File: config.mk
export PLATFORM = sky130hd
export DESIGN_NAME = mem_access_ctrl
export DESIGN_NICKNAME = d
export VERILOG_FILES = /design/src/rtl/mem_access_ctrl.sv
export SDC_FILE = /design/constraint.sdc
export NUM_CORES = 1
export LEC_CHECK = 0
export ABC_AREA = 1
export CELL_PAD_IN_SITES_DETAIL_PLACEMENT = 1
export CELL_PAD_IN_SITES_GLOBAL_PLACEMENT = 1
export CORE_MARGIN = 4
export CORE_UTILIZATION = 33
export DETAILED_ROUTE_END_ITERATION = 7
export PLACE_DENSITY = 0.93
export SYNTH_ARGS = -nofsm -noshare
export SYNTH_HDL_FRONTEND = slang
export SYNTH_SLANG_ARGS = --single-unit
File: constraint.sdc
create_clock -name clk -period 4.05 [get_ports clk]
set_input_delay 0.81 -clock clk [delete_from_list [all_inputs] [get_ports clk]]
set_output_delay 0.81 -clock clk [all_outputs]
set_load 0.05 [all_outputs]
File: src/rtl/mem_access_ctrl.sv
// mem_access_ctrl: sequences MEM-stage loads/stores onto the data cache over a req/ack handshake
//   clk, rst                   clock, synchronous active-high reset
//   op_valid, op_is_store      memory op present in MEM, store/load select
//   load_type, store_type      access kind (LB/LH/LW/LBU/LHU, SB/SH/SW)
//   addr, wdata                byte address, right-justified store data
//   stall, done, rdata_ext     pipeline hold, completion pulse, extended load result
//   misaligned, bus_err        alignment fault (no access issued), ack timeout
//   cache_req/we/addr/wdata/be request to the data cache
//   cache_ack, cache_rdata     cache completion and read word
module mem_access_ctrl #(
    parameter int ACK_TIMEOUT = 255,
    parameter int TO_W        = 8
) (
    input  logic        clk,
    input  logic        rst,
    input  logic        op_valid,
    input  logic        op_is_store,
    input  logic [2:0]  load_type,
    input  logic [1:0]  store_type,
    input  logic [31:0] addr,
    input  logic [31:0] wdata,
    output logic        stall,
    output logic        done,
    output logic [31:0] rdata_ext,
    output logic        misaligned,
    output logic        bus_err,
    output logic        cache_req,
    output logic        cache_we,
    output logic [31:0] cache_addr,
    output logic [31:0] cache_wdata,
    output logic [3:0]  cache_be,
    input  logic        cache_ack,
    input  logic [31:0] cache_rdata
);
    typedef enum logic [1:0] {IDLE, REQ, DONE} state_t;
    state_t          state;
    logic [TO_W-1:0] cnt;
    logic [2:0]      lt;
    logic [1:0]      lane;
    logic [1:0]      sz;
    logic            active;
    logic            go;
    logic            timeout;
    logic [3:0]      be;
    logic [31:0]     wd;
    logic [31:0]     sh;
    logic [31:0]     ext;
    // access size: 1 = byte, 2 = half, 3 = word, 0 = no access (incl. illegal load types)
    always_comb begin
        sz = op_is_store ? store_type :
             (load_type == 3'd1 || load_type == 3'd4) ? 2'd1 :
             (load_type == 3'd2 || load_type == 3'd5) ? 2'd2 :
             (load_type == 3'd3) ? 2'd3 : 2'd0;
    end
    assign active     = op_valid & (sz != 2'd0);
    assign misaligned = active & ((sz == 2'd2 & addr[0]) | (sz == 2'd3 & |addr[1:0]));
    assign go         = (state == IDLE) & active & ~misaligned;
    assign stall      = go | (state == REQ);
    assign timeout    = (ACK_TIMEOUT != 0) && (cnt == TO_W'(ACK_TIMEOUT - 1));
    always_comb begin
        be = sz == 2'd1 ? 4'b0001 << addr[1:0] :
             sz == 2'd2 ? 4'b0011 << addr[1:0] : 4'b1111;
        wd = sz == 2'd1 ? {4{wdata[7:0]}} :
             sz == 2'd2 ? {2{wdata[15:0]}} : wdata;
    end
    // bring the addressed lane down to bit 0, then extend per the captured load type
    always_comb begin
        sh  = cache_rdata >> {lane, 3'b000};
        ext = lt == 3'd1 ? {{24{sh[7]}}, sh[7:0]} :
              lt == 3'd2 ? {{16{sh[15]}}, sh[15:0]} :
              lt == 3'd3 ? cache_rdata :
              lt == 3'd4 ? {24'd0, sh[7:0]} :
              lt == 3'd5 ? {16'd0, sh[15:0]} : 32'd0;
    end
    always_ff @(posedge clk) begin
        if (rst) begin
            state       <= IDLE;
            cnt         <= '0;
            rdata_ext   <= '0;
            done        <= 1'b0;
            bus_err     <= 1'b0;
            cache_req   <= 1'b0;
            cache_we    <= 1'b0;
            cache_addr  <= '0;
            cache_wdata <= '0;
            cache_be    <= '0;
            lt          <= '0;
            lane        <= '0;
        end else begin
            done    <= 1'b0;
            bus_err <= 1'b0;
            case (state)
                IDLE: if (go) begin
                    state       <= REQ;
                    cnt         <= '0;
                    cache_req   <= 1'b1;
                    cache_we    <= op_is_store;
                    cache_addr  <= {addr[31:2], 2'b00};
                    cache_be    <= op_is_store ? be : 4'b0000;
                    cache_wdata <= op_is_store ? wd : 32'd0;
                    lt          <= op_is_store ? 3'd0 : load_type;
                    lane        <= addr[1:0];
                end
                REQ: if (cache_ack) begin
                    state     <= DONE;
                    cache_req <= 1'b0;
                    done      <= 1'b1;
                    rdata_ext <= ext;
                end else if (timeout) begin
                    state     <= DONE;
                    cache_req <= 1'b0;
                    done      <= 1'b1;
                    bus_err   <= 1'b1;
                    rdata_ext <= '0;
                end else begin
                    cnt <= cnt + 1'b1;
                end
                default: state <= IDLE;
            endcase
        end
    end
endmodule

==> results of run 1 <==
worst max path at each step:
stage | startpoint | to | slack, ps | cells after the start
2_1_floorplan | op_is_store | stall | 1210 | 8
3_3_place_gp | op_is_store | cache_be[2]$_SDFFE_PP0P_ | 570 | 10
3_5_place_dp | op_is_store | cache_be[2]$_SDFFE_PP0P_ | 480 | 10
4_1_cts | op_is_store | stall | 560 | 8
5_1_grt | op_is_store | stall | 460 | 9
6_report | op_is_store | stall | 590 | 8
metal layers:
layer | share of wire (%) | GRT usage, %
met2 | 49 | 38.0
met3 | 12 | 10.1
met1 | 38 | 23.9
met4 | 0.88 | 6.26
met5 | 0 | 0
tightest hold or removal path, delay by kind of cell (launching register included):
kind | cells | cell delay, ps
flops | 1 | 310
simple gates | 1 | 60
compound gates | 1 | 50
report_power, final:
| group | switching, mW | internal (mW) |
|---|---|---|
| Sequential | 0.0416 | 1.21 |
| Clock | 0.602 | 0.858 |
| Combinational | 0.545 | 0.294 |
cell usage in the layout (no fill, tap or decap), types with 17 or more instances in the layout:
| cell type | count |
|---|---|
| a21oi_1 | 76 |
| clkbuf_16 | 17 |
| clkdlybuf4s50_1 | 206 |
| dfxtp_1 | 117 |
| inv_1 | 47 |
| nand2_1 | 197 |
| nand3_1 | 60 |
| nor2_1 | 85 |
| o21ai_0 | 91 |
sequential cells by signal, indices dropped and copies added (netlist names):
| name | flops |
|---|---|
| cache_wdata | 32 |
| rdata_ext | 32 |
| cache_addr | 30 |
| cnt | 8 |
| cache_be | 4 |
| lt | 3 |
| lane | 2 |
| state | 2 |
| bus_err | 1 |
| cache_req | 1 |
| cache_we | 1 |
| done | 1 |
cells by family (layout without fill, tap and decap cells):
kind of cell / count (synthesis) / count (layout) / synth area share [%]
xor gates and xnor gates: 5 / 5 / 0.787
DFF: 117 / 117 / 42.1
adders and majority gates: 6 / 6 / 1.35
buffers and inverters: 99 / 300 / 8.77
AOI/OAI and AO/OA: 190 / 190 / 18.4
other: 1 / 3 / 0.0674
and+or+nand+nor: 366 / 366 / 28.5
area by class of cell:
cell class | instances | area, sq um | area share, %
inverter | 54 | 208 | 2.51
timing repair buffer | 214 | 2130 | 25.8
multi-input combinational | 569 | 2740 | 33.1
sequential | 117 | 2340 | 28.3
tap | 220 | 275 | 3.33
antenna | 1 | 2.50 | 0.0303
clock buffer | 18 | 429 | 5.19
clock inverter | 14 | 141 | 1.71
per-stage QoR:
stage | instances | setup slack [ps] | cell area [sq um] | power [mW] | util [%]
finish | 1207 | 589 | 8270 | 3.56 | 50.0
global route | 1206 | 464 | 8260 | 3.72 | 50.0
global placement | 1174 | 569 | 7690 | 2.10 | 46.6
CTS | 1206 | 556 | 8260 | 3.60 | 50.0
floorplan | 785 | 1210 | 5570 | 1.81 | -
detailed placement | 1174 | 484 | 7690 | 2.12 | 46.6
==> flow_summary.ini, run 1 <==
[drt]
wirelength_mm = 20.8
vias_per_cell = 5.00
dr.first_iter.drc_count = 294
first_pass_iters = 5
ant_nets = 0
route.vias.total = 6041
avgRoutedWirePerCell_um = 17.3
drc = 0

[synth]
synth_flop_cell = dfxtp_1
synth_warnings = 0
synth_edf_count = 0
synth_top_area_cell = dfxtp_1
syn_inst = 784
syn_area_sq_um = 5560
ys_ff_latch = 117
yosysUniqueCellTypes = 39
synth_top_cell_area_share_pct = 42.1
synth.area.top_cells = dfxtp_1, nand2_1, o21ai_0, a21oi_1, nor2_1
ys_seq_area_share_pct = 42.1
avgSynthCellArea_sq_um = 7.09
synth_most_common_cell = nand2_1
yosys-top-cells-count = nand2_1, dfxtp_1, o21ai_0, nor2_1, a21oi_1
async_flop_share_pct = 0

[die]
core_area_sq_um = 16500
rows = 47
dieArea_sq_um = 19000
die_w_um = 138
initial_core_util_pct = 33.7
ioPinCount = 212
die_y_um = 138

[finish]
post_route_cells_drive_above_1_share_pct = 7.91
synthToLayoutAreaGrowth_pct = 48.6
final_nets = 1085
fillers = 2017

[sta]
maxSlewHeadroom_pct = 22.4
fmax_ghz = 0.289
hold_slack_ps = 464
skew_ps = 17.3
setup_violations = 0
finalHoldViolations = 0
worstMarginPinSlew_ps = 1160
finalCritPeriodShare_pct = 85.5
fin_crit_ps = 3460
tns_ps = 0
rsz0062_at_grt = false
slew_violations = 0

[worst_setup_path]
cp_num_buf_inv = 3
cpPeakStageDelay_ps = 590
r2r_slack_ps = 1440
worstSetupPathType = input port to output port
cp.arrival_ps = 2650
reg2reg_depth = 7
cp_common_cell = nand2_4
crit_path_max_fanout = 20
reg2reg_to = rdata_ext[10]$_SDFFE_PP0P_
crit_path_start_kind = input port
cpMaxStageDelayCell = clkdlybuf4s50_1
cp_cell_sequence = clkdlybuf4s50_1 > inv_2 > or2_4 > nand2_4 > a21oi_1 > nand2_4 > nand2_1 > buf_12
crit_family = buffers and inverters
required_ps = 3240
cp-end-kind = output port
timing.rr.start = lane[0]$_SDFFE_PP0P_

[clock_tree]
clkTransAtPathRegs_ps = 60
worstSkewPairLatency_ps = 440
postCtsSetupBuffers = 0
cts_hold_buffers = 0
cts_tree = yes
numCtsBuffers = 17
clock-sinks = 117
h-tree-depth = 4
ctsResizeCount = 0
cts_root_buf = clkbuf_16
ctsLongestPathBuffers = 2

[global_route]
grt_pass1_vias = 6085
antenna_found_initial = 0
grt_use_total_pct = 21.9
grt_pass1_wl_mm = 31.9
globalRoute.totalOverflow = 0
grt_max_degree = 68

[run_status]
outcome = completed

[power_and_ir_drop]
ir_drop_v = 0.000283
power.density_nw_per_um2 = 430
p_leak_nw = 3.31

[placed_design]
io_buffers = 209
gp_congestion = 0.846
dpl.hpwl_mm = 15.0

[flow_run]
cap_violations = 0

[hold_path]
min-delay-start = cache_wdata[1]$_SDFFE_PP0P_
hold_path.class = flop to flop
holdPathEnd = cache_wdata[1]$_SDFFE_PP0P_
holdPathStages = 2
(Power assumes the default switching activity.)
==> inputs of run 2 (changes only) <==
- SKIP_CTS_REPAIR_TIMING: default -> 1
==> results of run 2 <==
Same layout as run 1: the final DEF is identical, and so are final timing and power.
